File: config.mk
export PLATFORM = sky130hd
export DESIGN_NAME = if_pc_stage
export DESIGN_NICKNAME = d
export VERILOG_FILES = /design/src/rtl/rv32_if_pkg.sv /design/src/rtl/imm_target_gen.sv /design/src/rtl/if_pc_stage.sv
export SDC_FILE = /design/constraint.sdc
export NUM_CORES = 1
export LEC_CHECK = 0
export CAP_MARGIN = 20
export CELL_PAD_IN_SITES_DETAIL_PLACEMENT = 0
export CELL_PAD_IN_SITES_GLOBAL_PLACEMENT = 1
export CORE_UTILIZATION = 25
export DETAILED_ROUTE_END_ITERATION = 16
export PLACE_DENSITY = 0.74
export SLEW_MARGIN = 20
export SYNTH_ARGS = -nofsm -noshare
export SYNTH_HDL_FRONTEND = slang
export SYNTH_HIERARCHICAL = 1
export SYNTH_SLANG_ARGS = --single-unit
export TNS_END_PERCENT = 1
File: constraint.sdc
create_clock -name clk -period 7.1 [get_ports clk]
set_input_delay 1.775 -clock clk [delete_from_list [all_inputs] [get_ports clk]]
set_output_delay 1.775 -clock clk [all_outputs]
set_load 0.05 [all_outputs]
File: src/rtl/rv32_if_pkg.sv
// Shared opcode constants, fetch FSM encoding and immediate helpers for the
// RV32IMA instruction-fetch stage.
package rv32_if_pkg;

    localparam logic [6:0]  OPC_JAL       = 7'b1101111;
    localparam logic [6:0]  OPC_JALR      = 7'b1100111;
    localparam logic [6:0]  OPC_BRANCH    = 7'b1100011;
    localparam logic [31:0] NOP_INSTR_DEF = 32'h0000_0013;

    typedef enum logic [1:0] {
        BOOT = 2'd0,
        RUN  = 2'd1,
        WAIT = 2'd2
    } fetch_state_t;

    function automatic logic [31:0] imm_j(input logic [31:0] instr);
        return {{12{instr[31]}}, instr[19:12], instr[20], instr[30:21], 1'b0};
    endfunction

    function automatic logic [31:0] imm_b(input logic [31:0] instr);
        return {{20{instr[31]}}, instr[7], instr[30:25], instr[11:8], 1'b0};
    endfunction

endpackage

File: src/rtl/imm_target_gen.sv
// Combinational JAL / branch target generator: pc + sign-extended J- or
// B-immediate, 32-bit wrap-around.
module imm_target_gen
    import rv32_if_pkg::*;
(
    input  logic [31:0] pc,
    input  logic [31:0] instr,
    output logic [31:0] target
);

    logic [31:0] imm;

    always_comb begin
        imm = (instr[6:0] == OPC_JAL) ? imm_j(instr) : imm_b(instr);
        target = pc + imm;
    end

endmodule

File: src/rtl/if_pc_stage.sv
// IF/PC-generation stage: PC register, next-PC select, IF/ID register and
// flush generation. Optional misaligned-target pulse: PC_MISALIGN_CHK_EN.
module if_pc_stage
    import rv32_if_pkg::*;
#(
    parameter logic [31:0] RESET_PC  = 32'h0000_0000,
    parameter logic [31:0] NOP_INSTR = NOP_INSTR_DEF
) (
    input  logic        clk,
    input  logic        reset,
    output logic [31:0] imem_addr_o,
    input  logic [31:0] imem_rdata_i,
    input  logic        imem_ready_i,
    input  logic        stall_i,
    input  logic        branch_condition_i,
    input  logic [31:0] alu_result_ex_i,
    output logic [31:0] pc_next_if_o,
    output logic [31:0] pc_reg_id_o,
    output logic [31:0] instruction_id_o,
    output logic [31:0] branch_adder_id_o,
    output logic        if_id_flush_o,
    output logic        id_ex_flush_o,
    output logic        misalign_o
);

    logic [31:0]  pc_reg_if;
    logic [31:0]  pc_reg_id;
    logic [31:0]  instruction_id;
    logic [31:0]  branch_adder_id;
    logic [31:0]  pc_plus4;
    logic [31:0]  jalr_target;
    logic [6:0]   opcode_id;
    logic         jalr_ex;
    logic         jalr_ex_nxt;
    logic         is_jal;
    logic         taken;
    logic         redirect_id;
    logic         flush;
    logic         pc_load;
    logic         ifid_fetch;
    logic         ifid_bubble;
    fetch_state_t state;
    fetch_state_t state_nxt;

    imm_target_gen u_imm_target_gen (
        .pc     (pc_reg_id),
        .instr  (instruction_id),
        .target (branch_adder_id)
    );

    assign opcode_id = instruction_id[6:0];

    always_comb begin
        is_jal      = (opcode_id == OPC_JAL);
        taken       = (opcode_id == OPC_BRANCH) && (instruction_id[12] ^ branch_condition_i);
        redirect_id = (is_jal || taken) && !jalr_ex;
        pc_plus4    = pc_reg_if + 32'd4;
        jalr_target = alu_result_ex_i & 32'hFFFF_FFFE;

        if (jalr_ex) begin
            pc_next_if_o = jalr_target;
        end else if (is_jal || taken) begin
            pc_next_if_o = branch_adder_id;
        end else begin
            pc_next_if_o = pc_plus4;
        end

        // JALR in EX is older than any stall, so it redirects regardless.
        flush       = jalr_ex || (redirect_id && !stall_i);
        jalr_ex_nxt = (opcode_id == OPC_JALR) && !stall_i && !flush;
    end

    always_ff @(posedge clk or posedge reset) begin
        if (reset) begin
            state <= BOOT;
        end else begin
            state <= state_nxt;
        end
    end

    always_comb begin
        state_nxt = state;
        case (state)
            BOOT:    state_nxt = RUN;
            RUN:     state_nxt = imem_ready_i ? RUN : WAIT;
            WAIT:    state_nxt = (imem_ready_i && !flush) ? RUN : WAIT;
            default: state_nxt = BOOT;
        endcase
    end

    always_comb begin
        pc_load     = 1'b0;
        ifid_fetch  = 1'b0;
        ifid_bubble = 1'b0;
        case (state)
            BOOT: begin
                ifid_bubble = 1'b1;
            end
            RUN, WAIT: begin
                if (flush) begin
                    pc_load     = 1'b1;
                    ifid_bubble = 1'b1;
                end else if (!stall_i) begin
                    if (imem_ready_i) begin
                        pc_load    = 1'b1;
                        ifid_fetch = 1'b1;
                    end else begin
                        ifid_bubble = 1'b1;
                    end
                end
            end
            default: begin
                ifid_bubble = 1'b1;
            end
        endcase
    end

    always_ff @(posedge clk or posedge reset) begin
        if (reset) begin
            pc_reg_if      <= RESET_PC;
            pc_reg_id      <= '0;
            instruction_id <= NOP_INSTR;
            jalr_ex        <= 1'b0;
        end else begin
            if (pc_load) begin
                pc_reg_if <= pc_next_if_o;
            end
            if (ifid_fetch) begin
                pc_reg_id      <= pc_reg_if;
                instruction_id <= imem_rdata_i;
            end else if (ifid_bubble) begin
                pc_reg_id      <= pc_reg_if;
                instruction_id <= NOP_INSTR;
            end
            jalr_ex <= jalr_ex_nxt;
        end
    end

`ifdef PC_MISALIGN_CHK_EN
    logic misalign_q;

    always_ff @(posedge clk or posedge reset) begin
        if (reset) begin
            misalign_q <= 1'b0;
        end else begin
            misalign_q <= flush && pc_next_if_o[1];
        end
    end

    assign misalign_o = misalign_q;
`else
    assign misalign_o = 1'b0;
`endif

    assign imem_addr_o       = pc_reg_if;
    assign pc_reg_id_o       = pc_reg_id;
    assign instruction_id_o  = instruction_id;
    assign branch_adder_id_o = branch_adder_id;
    assign if_id_flush_o     = flush;
    assign id_ex_flush_o     = jalr_ex;

endmodule

======== Word level (Yosys, flattened, before mapping) ========
Cells that the tools add are included.
word-level totals
  register bits ........................... 99
  output and inout bits ................... 163
operators by class
  add/sub/neg operators ................... 2
  eq/ne operators ......................... 5
  mux-type cells .......................... 20
  bitwise gates (word level) .............. 1
  reduce and logical (&&, ||, !) cells .... 14
operators by type and width
  operator                                       count
  two-way mux 32 bit                             6
  adder 32 x 3 -> 32 bit, second input constant  1
  adder 32 bit                                   1
  == test 7 bit, second input constant           3
  two-way mux 20 bit                             1
  two-way mux 1 bit                              10
  logical AND 1 bit                              6
  one-hot mux 2 bit (3 select lines)             1
  two-way mux 2 bit                              2
  zero test 1 bit                                3
  == test 2 x 1 -> 1 bit, second input constant  1
  == test 2 bit, second input constant           1
  zero test 2 bit                                1
  logical OR 1 bit                               2
  nonzero test 2 bit                             1
  OR reduction 2 bit                             1
  XOR 1 bit                                      1

======== Longest topological paths before layout ========
  word-level depth ........................ 10
  depth in mapped cells ................... 17
  depth with buffers taken out ............ 16

======== By module ========
The synthesis kept the hierarchy.
modules (own cells, without submodules)
  module          instances  cells each  area each (um^2)  sequential area each (um^2)
  if_pc_stage     1          604         5,531.6           2,481.1
  imm_target_gen  1          239         1,734.2           0.0

======== Least setup slack after synthesis ========
OpenSTA, ideal clock, no wires.
  path kind ............................... reg2out
  from .................................... register instruction_id[3], in the netlist instruction_id_o[3]
  to ...................................... output pc_next_if_o[28]
  data arrival time ....................... 5.898 ns
  required time ........................... 5.325 ns
  path slack .............................. -0.573 ns
  cell stages (with the launch flop) ...... 15
  path through ............................ dfrtp_1 nand4b_1 nor2_1 clkbuf_1 mux2_2 ha_1 nand3_1 o22ai_1 a31oi_1 o21bai_1 a21oi_1 o21ai_0 a311oi_1 nor3_1 a221oi_1
on the way
  cells in the longest elaborated chain, start to end .. 5
  elaborated cells between the ends (all ways) .. 8
  those cells by class .................... add/sub: 1; eq/ne: 2; mux: 3; reduce/logical: 2
ends and longest elaborated chain
  element                    line                  source
  start: declaration         if_pc_stage.sv:28     logic [31:0] instruction_id;
  start signal: assignment   if_pc_stage.sv:130    instruction_id <= imem_rdata_i;
  == test 7 bit              imm_target_gen.sv:14  imm = (instr[6:0] == OPC_JAL) ? imm_j(instr) : imm_b(instr);
  two-way mux 20 bit         imm_target_gen.sv:14
  adder 32 bit               imm_target_gen.sv:15  target = pc + imm;
  via branch_adder_id_o[28]  if_pc_stage.sv:20     output logic [31:0] branch_adder_id_o,
  two-way mux 32 bit         if_pc_stage.sv:62     end else if (is_jal || taken) begin
  two-way mux 32 bit         if_pc_stage.sv:60     if (jalr_ex) begin
  end: declaration           if_pc_stage.sv:17     output logic [31:0] pc_next_if_o,
The timed path passes the listed nets, and every way through them passes these cells.

======== Worst setup path after layout ========
  from .................................... register instruction_id[3], in the netlist instruction_id_o[3]
  to ...................................... output pc_next_if_o[11]
on the way
  cells in the longest elaborated chain, start to end .. 5
  elaborated cells between the ends (all ways) .. 8
  those cells by class .................... add/sub: 1; eq/ne: 2; mux: 3; reduce/logical: 2
ends and longest elaborated chain
  element                                                         line
  == test 7 bit, on equally long branches                         imm_target_gen.sv:14, if_pc_stage.sv:54, if_pc_stage.sv:55
  two-way mux 20 bit / logical AND 1 bit (equally long branches)  imm_target_gen.sv:14, if_pc_stage.sv:55
  adder 32 bit / logical OR 1 bit (equally long branches)         imm_target_gen.sv:15, if_pc_stage.sv:62
  two-way mux 32 bit *                                            if_pc_stage.sv:62
  two-way mux 32 bit *                                            if_pc_stage.sv:60
Every way passes the cells marked *; elsewhere a longest branch is shown, timed or not.

==> impl_metrics.ini <==
[global_route]
grt_pass1_vias = 7045
grt_overflow = 0
grtUsageTotal_pct = 19.5
antenna_found_initial = 2
grt_pass1_wl_um = 43100
grt_max_degree = 62

[power_and_ir_drop]
ir_drop_uv = 230
power.density_nw_per_um2 = 461
leakagePower_nw = 4.31

[timing]
drv_slew = 0
fin_crit_ns = 6.86
hold_viol = 0
rsz0062_at_grt = false
skew_ns = 0.0129
fin_tns_setup_ns = 0
fmax_mhz = 146
fin_ws_ns = 0.240
period_share_pct = 96.6
finalSetupViolations = 0
hold_slack_ns = 0.507
slew_headroom_pct = 36.2
tightest_slew_ns = 0.948

[status]
status = completed

[cts]
tritoncts = yes
clk_latency_ns = 0.36
clk_pin_slew_ns = 0.08
root_buffer = clkbuf_16
clk_path_buf_depth = 2
post-cts-setup-buffers = 0
cts_buffers = 9
htreeDepth = 3
cts_hold_buf = 0
cts_sinks = 99
cts_resized = 0

[synthesis]
synth_warnings = 6
synth_top_area_cell = dfrtp_1
synth_cell_type_count = 69
yosysSeqAreaShare_pct = 34.1
syn_nets = 951
ys_seq_elements = 99
synth_top_area_share_pct = 33.1
synth_ff_type = dfrtp_1
synth_enable_flop_cells = 0
async_flop_share_pct = 100
synth.avg_cell_area_um2 = 8.62
synth.area.top_cells = dfrtp_1 33%, nand2_1 6.8%, ha_1 6.5%
synthCells = 843
syn-cell-area_um2 = 7270

[finish]
fin_cells = 1433
layout.nets = 1150
fillers = 2920
drive_gt1_share_pct = 9.17
area_delta_synth_final_pct = 40.4

[routing]
viasPerCell = 5.14
drc = 0
drtAntennaViolNets = 0
wl_per_cell_um = 20.3
dr_total_vias = 7371
firstDrtPassIters = 5
routed_wirelength_um = 29000
drt_iter0_drc = 503

[die]
die_w_um = 172
rows = 62
start_util_pct = 25.4
io-pin-count = 232
fp.dieH_um = 172
coreArea_um2 = 28600
dieArea_um2 = 29700

[worst_setup_path]
cp_slowest_stage_delay_ns = 0.75
cp-end-kind = primary output
cp_max_fo = 14
cp_slowest_cell = clkdlybuf4s50_1
crit_required_ns = 5.33
crit_path_frequent_cell = o31a_1
crit_type = reg -> out
start_kind = flop
cp_cell_sequence = nand4b_1 > nor2_1 > buf_4 > mux2_2 > ha_1 > inv_1 > fa_1 > nor2b_4 > o31a_1 > o31a_1 > a41oi_1 > xnor2_1 > o41ai_1 > a21oi_1 > clkdlybuf4s50_1
cp.arrival_ns = 5.09

[min_path]
hold_class = reg -> reg

[placement]
place_inst = 1415
place_congestion = 0.905
numPortBuffers = 229
detailedPlace.worstSlack_ns = 0.550
dpl.hpwl_um = 22500

[job]
maxCapViolCount = 0
[flip-flops by register name, summed over array words and instances (netlist names)]
name and flops:
state 2, id_ex_flush_o 1, pc_reg_id_o 32, instruction_id_o 32, imem_addr_o 32
[power by group]
| group | internal, mW | switching, mW |
|---|---|---|
| combinational | 1.06 | 2.20 |
| clock | 0.241 | 0.257 |
| sequential | 0.723 | 0.221 |
[layer usage]
metal,share of wire [%],vias to the layer above,GRT usage [%]
li1,-,3489,-
met1,46,3582,26.8
met2,46,271,30.7
met3,6.2,29,3.71
met4,1.9,0,5.69
met5,0,-,0
[cell usage in the layout (no fill, tap or decap), drive strengths merged, types with 6 or more instances in the layout]
master / synthesis / final
clkdlybuf4s50: 0 / 209
nand2: 133 / 133
dfrtp: 96 / 96
nor2: 47 / 47
a21oi: 45 / 45
ha: 38 / 38
o21ai: 36 / 36
buf: 25 / 33
inv: 30 / 31
a22o: 30 / 30
xnor2: 29 / 29
nor3: 27 / 27
o31ai: 22 / 22
mux2: 21 / 21
nand3: 20 / 20
a21o: 18 / 18
a31oi: 17 / 17
nand4: 16 / 16
xor2: 16 / 16
nor4: 11 / 11
nand2b: 11 / 11
o31a: 9 / 9
a221oi: 9 / 9
clkbuf: 30 / 9
and3: 9 / 9
o22ai: 8 / 8
o22a: 8 / 8
and4: 7 / 7
o41ai: 7 / 7
and2: 6 / 6
o21a: 6 / 6
nor2b: 6 / 6
[cells in the mapped netlist, types with 21 or more instances]
cell type / count
clkbuf_1: 28
o31ai_1: 21
nor3_1: 25
nor2_1: 46
inv_1: 30
nand2_1: 132
mux2_2: 21
dfrtp_1: 96
a22o_1: 30
ha_1: 38
a21oi_1: 45
o21ai_0: 34
xnor2_1: 29
[per-stage QoR]
step | cell area [µm²] | util [%] | total power, mW
6_report | 10200 | 35.6 | 4.70
5_1_grt | 10200 | 35.6 | 4.94
4_1_cts | 10200 | 35.6 | 4.72
3_5_place_dp | 9910 | 34.6 | 4.21
3_3_place_gp | 9910 | 34.6 | 4.20
2_1_floorplan | 7270 | - | 3.04
[layout make-up]
class | instances | area (µm²) | area share [%]
Sequential cell | 99 | 2480 | 24.3
Multi-Input combinational cell | 659 | 4410 | 43.2
Clock buffer | 9 | 225 | 2.21
Clock inverter | 7 | 53.8 | 0.528
Antenna cell | 2 | 5.00 | 0.0491
Tap cell | 384 | 480 | 4.71
Inverter | 30 | 115 | 1.13
Timing Repair Buffer | 243 | 2430 | 23.8
[worst max-delay path, delay by kind of cell, from the launching register on]
family                   cells  cell delay [ns]
XOR/XNOR                     1             0.17
AND/OR/NAND/NOR              3             0.34
buffers and inverters        3             1.05
flip-flops                   1             0.51
multiplexers                 1             0.40
adder cells (fa/ha/maj)      2             0.46
AO/OA/AOI/OAI                5             1.79
[logic make-up (layout without fill, tap and decap cells)]
kind of cell | count (synthesis) | count (layout) | synth area share (%)
xor gates and xnor gates | 45 | 45 | 5.42
buffers and inverters | 85 | 289 | 5.34
and+or+nand+nor | 305 | 305 | 20.2
AOI/OAI and AO/OA | 247 | 247 | 24.6
other | 1 | 3 | 0.0516
muxes | 22 | 22 | 3.39
DFF | 99 | 99 | 34.1
adders and majority gates | 39 | 39 | 6.82
[final timing paths]
check	cells past startpoint	to	startpoint	slack, ns
max	15	pc_next_if_o[11]	instruction_id_o[3]	0.24
min	2	pc_reg_id_o[28]	pc_reg_id_o[28]	0.51
max reg2reg	15	imem_addr_o[30]	instruction_id_o[3]	2.57
min reg2reg	2	pc_reg_id_o[28]	pc_reg_id_o[28]	0.51
max in group asynchronous	3	id_ex_flush_o	reset	4.05
min in group asynchronous	2	instruction_id_o[11]	reset	1.92
(Power assumes the default switching activity.)
==> RTL edit 1: new RTL, config.mk and constraints unchanged <==
Encoding of `fetch_state_t`: now one-hot (3 bits for 3 states).
--- a/src/rtl/rv32_if_pkg.sv
+++ b/src/rtl/rv32_if_pkg.sv
@@ -7,10 +7,10 @@
     localparam logic [6:0]  OPC_BRANCH    = 7'b1100011;
     localparam logic [31:0] NOP_INSTR_DEF = 32'h0000_0013;
 
-    typedef enum logic [1:0] {
-        BOOT = 2'd0,
-        RUN  = 2'd1,
-        WAIT = 2'd2
+    typedef enum logic [2:0] {
+        BOOT = 3'b001,
+        RUN  = 3'b010,
+        WAIT = 3'b100
     } fetch_state_t;
 
     function automatic logic [31:0] imm_j(input logic [31:0] instr);
Behaviour: same outputs for any inputs over 4 cycles, from zero or initial values and one cycle with reset high; so few cycles prove little.
==> RTL edit 1 against the unedited design <==
Routed wire length fell by 3.4%. Sequential cell count rose by 1. Count of clock-buffer cells in the layout rose by 1. Setup slack improved by 0.036 ns. Sequential share of layout area barely moved. Area after synthesis barely moved. Design area rose by 1.2%.
Power is not compared: it rests on default switching activity, and its combinational part moved more than twofold at a synthesized area within 25%.
==> RTL edit 1: results (changes against the unedited design) <==
| Metric | Value |
|---|---|
| Initial antenna violation count | 0 (-2) |
| WHS Endpoint | pc_reg_id_o[13] |
| Post-layout net count | 1149 (-0.087%) |
| Prevailing post-synth register cell | dfrtp_1 |
| Worst endpoint data arrival time | 5.05 ns (-0.04 ns) |
| Worst R2R End | imem_addr_o[31] |
| Clk_lat worst skew | 0.36 ns (about the same) |
| Initial DRT Pass Iterations | 5 (unchanged) |
| Static leakage | 0.00457 µW |
| Hold Path Depth | 2 (unchanged) |
| Clock transition at the registers of the reported paths | 0.08 ns (about the same) |
| Status | complete, no violations |
| Overall routing resource usage | 18.7% (-0.80 points) |
| Largest net degree at the start of global routing | 67 (+8.1%) |
| Worst slew pin tran | 0.823 ns (-0.124 ns) |
| Worst-path fanout max | 7 (-7) |
| Critical path's slowest cell | clkdlybuf4s50_1 |
| Via Count | 7183 (-2.6%) |
| Bufs on Longest Clock Path | 2 (unchanged) |
| Detailed Place HPWL | 21700 µm (-3.2%) |
| Worst path max stage delay | 0.90 ns (+0.15 ns) |
| Reg-to-reg startpoint | instruction_id_o[1] |
| TritonCTS Buffers | 9 (unchanged) |
| CTS resizes | 0 (unchanged) |
| Placed Area | 0.0100 mm² (+1.2%) |
| Sequential element share of the synthesized area | 34.5% (+0.34 points) |
| Hold path start | pc_reg_id_o[13] |
| Peak supply drop | 115 µV |
| First-pass GRT wire length | 42900 µm (-0.43%) |
| Finished Layout Cells | 1434 (+0.070%) |
| Cell variety after synth | 79 (+14%) |
| Cells after Synth | 839 (-0.47%) |
| Drt wl/cell | 19.6 µm (-3.4%) |
| Initial DRC Count | 435 (-14%) |
| Clock Skew | 0.0127 ns (-0.000190 ns) |
| Hold/Removal Path Class | register to register |
| Synthesis Warnings | 6 (unchanged) |
| Fraction of registers with async set/reset | 100% (unchanged) |
| Min Hold Slack | 0.506 ns (-0.000850 ns) |
| Synth area leaders | dfrtp_1, nand2_1, ha_1 |
| Share of cells above drive strength 1 | 10.4% (+1.2 points) |
| Syn nets | 943 (-0.84%) |
| H-tree depth | 3 (unchanged) |
| Synth top cells by count | nand2_1, dfrtp_1, a21oi_1 |
| Vias in the first global route | 6815 (-3.3%) |
| Post-CTS setup buffer count | 0 (unchanged) |
| Clk Tree Root Cell | clkbuf_16 |
| GRT overflow | 0 (unchanged) |
| R2R setup slack | 2.64 ns (+0.07 ns) |
| Antenna diode count | 0 (-2) |
| R2R cell count | 16 (+1) |
| # port buffers | 229 (unchanged) |
| Gpl congestion | 0.828 (-8.5%) |
RTL edit 1: cell count changes in the layout (fill, tap and decap cells not counted), moves of 10 or more:
cell     before  now
nor3_1       25   13
xnor2_1      29   41
nand2_1     132  143
nor4_1       11    1
o31ai_1      21   11
RTL edit 1: metal layers:
layer	routed length, µm	track usage, %
met1	13500	26.5
met2	12700	28.9
met3	1340	3.12
met4	563	5.65
met5	0	0
RTL edit 1: cell type report:
type                            count  area [µm²]
Inverter                           28         108
Fill cell                        2943       18300
Timing Repair Buffer              246        2470
Tap cell                          384         480
Clock inverter                      6        71.3
Sequential cell                   100        2510
Clock buffer                       10         229
Multi-Input combinational cell    660        4450
RTL edit 1: critical path, delay by kind of cell, from the launching register on:
kind            cells  cell delay, ns
fa+ha+maj           1            0.36
buf+inv             1            0.90
flops               1            0.57
mux                 1            0.44
simple gates        5            1.36
compound gates      4            1.05
RTL edit 1: cells by family (layout without fill, tap and decap cells):
kind of cell	Yosys count	after routing	share of synthesized area, %
and+or+nand+nor	302	302	20.2
muxes	28	28	4.20
other	1	1	0.0516
adders and majority gates	35	35	6.13
DFF	100	100	34.5
buffers and inverters	79	290	4.58
AOI/OAI and AO/OA	242	242	24.1
xor gates and xnor gates	52	52	6.26
RTL edit 1: how the worst max path moves through the flow:
stage	slack (ns)	cells after the start	start	to
final	0.28	12	instruction_id_o[1]	branch_adder_id_o[30]
after floorplan	-0.18	16	instruction_id_o[3]	pc_next_if_o[31]
after global placement	0.67	12	instruction_id_o[1]	branch_adder_id_o[30]
after global routing	0.05	16	instruction_id_o[1]	pc_next_if_o[31]
after CTS	0.26	12	instruction_id_o[1]	branch_adder_id_o[30]
after detailed placement	0.67	12	instruction_id_o[1]	branch_adder_id_o[30]
RTL edit 1: where the power goes:
group / internal (µW) / switching [µW]
Combinational: 292 / 581
Sequential: 617 / 65.6
Clock: 278 / 244
Total: 1190 / 891
RTL edit 1: through the flow:
| stage | setup slack, ns | total power (µW) |
|---|---|---|
| CTS | 0.263 | 2090 |
| finish | 0.276 | 2080 |
| floorplan | -0.180 | 1240 |
| detailed placement | 0.668 | 1570 |
| global placement | 0.675 | 1560 |
| global route | 0.0499 | 2170 |
==> RTL edit 2: new RTL, config.mk and constraints unchanged <==
Without the edit above. Build with the macro `PC_MISALIGN_CHK_EN` defined.
--- a/src/rtl/if_pc_stage.sv
+++ b/src/rtl/if_pc_stage.sv
@@ -1,5 +1,7 @@
 // IF/PC-generation stage: PC register, next-PC select, IF/ID register and
 // flush generation. Optional misaligned-target pulse: PC_MISALIGN_CHK_EN.
+`define PC_MISALIGN_CHK_EN
+
 module if_pc_stage
     import rv32_if_pkg::*;
 #(
Formal check against the unedited RTL: not equivalent (a bounded check fails within 4 cycles, from zero or initial values and one cycle with reset high).
==> RTL edit 2 against the unedited design <==
Power fell by 17%. Largest cell class unchanged. Sequential share of layout area rose by 0.26 points. Setup slack improved by 0.042 ns. Routed wire length fell by 3.7%. Area after synthesis fell by 2.5%. Sequential cell count rose by 1. Clock skew fell by 0.0010 ns. Combinational power fell by 23%. Design area barely moved. Largest power group unchanged.
==> RTL edit 2: results (changes against the unedited design) <==
| Metric | Value |
|---|---|
| # port buffers | 230 (+0.44%) |
| Largest net degree at the start of global routing | 75 (+21%) |
| TritonCTS Buffers | 9 (unchanged) |
| Overall routing resource usage | 19.0% (-0.50 points) |
| Bufs on Longest Clock Path | 2 (unchanged) |
| Drt via density | 5.13 (-0.18%) |
| Post-layout net count | 1145 (-0.43%) |
| Sequential element share of the synthesized area | 35.4% (+1.2 points) |
| Initial antenna violation count | 2 (unchanged) |
| Critical path's slowest cell | clkdlybuf4s50_1 |
| Placed Area | 0.00989 mm² (-0.18%) |
| Synth area leaders | dfrtp_1, nand2_1, ha_1 |
| Initial DRC Count | 476 (-5.4%) |
| Clk Tree Root Cell | clkbuf_16 |
| Clock Skew | 0.0119 ns (-0.00101 ns) |
| Cells after Synth | 834 (-1.1%) |
| Slew margin rel. | 33.1% (-3.1 points) |
| Initial DRT Pass Iterations | 5 (unchanged) |
| R2R cell count | 17 (+2) |
| Synth top cells by count | nand2_1, dfrtp_1, nor2_1 |
| Prevailing post-synth register cell | dfrtp_1 |
| Worst R2R End | imem_addr_o[31] |
| Worst endpoint data arrival time | 5.04 ns (-0.05 ns) |
| Inst Count DP | 1404 (-0.78%) |
| Peak supply drop | 250 µV (+8.9%) |
| Drt wl/cell | 19.7 µm (-2.9%) |
| Min Hold Slack | 0.513 ns (+0.00611 ns) |
| Share of cells above drive strength 1 | 9.79% (+0.62 points) |
| WHS Endpoint | pc_reg_id_o[5] |
| Worst path max stage delay | 0.88 ns (+0.13 ns) |
| Clk_lat worst skew | 0.37 ns |
| Reg-to-reg startpoint | instruction_id_o[4] |
| Gpl congestion | 0.848 (-6.3%) |
| Worst-path fanout max | 14 (unchanged) |
| Detailed Place HPWL | 21500 µm (-4.5%) |
| Syn nets | 942 (-0.95%) |
| Clock transition at the registers of the reported paths | 0.08 ns (about the same) |
| First-pass GRT wire length | 41400 µm (-3.9%) |
| DRT Wirelength | 28000 µm (-3.7%) |
| Static leakage | 0.00440 µW (+1.9%) |
| Vias in the first global route | 6833 (-3.0%) |
| Cell variety after synth | 69 (unchanged) |
| Final Max Tran Viols | 0 (unchanged) |
| Status | complete, no violations |
| Hold path start | pc_reg_id_o[5] |
| R2R setup slack | 2.55 ns (-0.02 ns) |
==> RTL edit 2: cell types whose count changed after synthesis, moves of 6 or more <==
cell	delta
nand2_1	+20
nand2b_1	-7
inv_1	-9
clkbuf_1	+14
buf_2	-13
or3_1	+6
o22ai_1	-6
buf_1	+6
o21ai_0	-8
==> RTL edit 2: worst max path at each step <==
stage | start | end | slack [ns]
finish | instruction_id_o[4] | branch_adder_id_o[30] | 0.28
global route | instruction_id_o[4] | pc_next_if_o[28] | 0.03
CTS | instruction_id_o[4] | pc_next_if_o[31] | 0.34
detailed placement | instruction_id_o[1] | pc_next_if_o[31] | 0.76
global placement | branch_condition_i | pc_next_if_o[2] | 0.76
floorplan | instruction_id_o[3] | pc_next_if_o[19] | -0.30
==> RTL edit 2: final cells by class <==
cell class                      count  area [µm²]
Fill cell                        2833       17700
Inverter                           21        81.3
Timing Repair Buffer              246        2510
Tap cell                          378         473
Clock inverter                      7        76.3
Antenna cell                        1        2.50
Clock buffer                        9         225
Multi-Input combinational cell    659        4310
Sequential cell                   100        2510
==> RTL edit 2: power breakdown <==
part	internal [µW]	switching (µW)	total, µW	leakage [µW]
combinational	818	1690	2510	0.00295
sequential	690	173	863	0.00130
clock	277	250	527	0.000147
total	1780	2110	3900	0.00440
==> RTL edit 2: critical path, delay by kind of cell, from the launching register on <==
| family | cells | cell delay, ns |
|---|---|---|
| DFF | 1 | 0.41 |
| and+or+nand+nor | 2 | 0.33 |
| buffers and inverters | 2 | 1.10 |
| AOI/OAI and AO/OA | 6 | 1.75 |
| xor gates and xnor gates | 1 | 0.37 |
| adders and majority gates | 1 | 0.29 |
| muxes | 1 | 0.42 |
==> RTL edit 2: kinds of logic (layout without fill, tap and decap cells) <==
kind of cell,Yosys count,in the layout,synth area share [%]
buffers and inverters,75,283,4.12
DFF,100,100,35.4
muxes,21,21,3.32
other,0,1,0
AOI/OAI and AO/OA,234,234,24.0
and+or+nand+nor,329,329,21.7
xor gates and xnor gates,36,36,4.45
adders and majority gates,39,39,7.00
==> RTL edit 2: metrics by stage <==
step                power [µW]  utilization, %  setup WS, ns  setup TNS [ns]
floorplan                 2420               -        -0.298          -0.960
global placement          3370            35.5         0.757               0
detailed placement        3370            35.5         0.763               0
CTS                       3910            36.6         0.339               0
global route              4080            36.6        0.0285               0
finish                    3900            36.6         0.282               0
==> RTL edit 2: metal layers <==
| layer | GRT usage [%] | up-vias | part of all wire (%) |
|---|---|---|---|
| li1 | - | 3485 | - |
| met1 | 26.2 | 3504 | 47 |
| met2 | 29.5 | 267 | 45 |
| met3 | 3.21 | 38 | 5.4 |
| met4 | 6.97 | 2 | 2.7 |
| met5 | 0 | - | 0.043 |
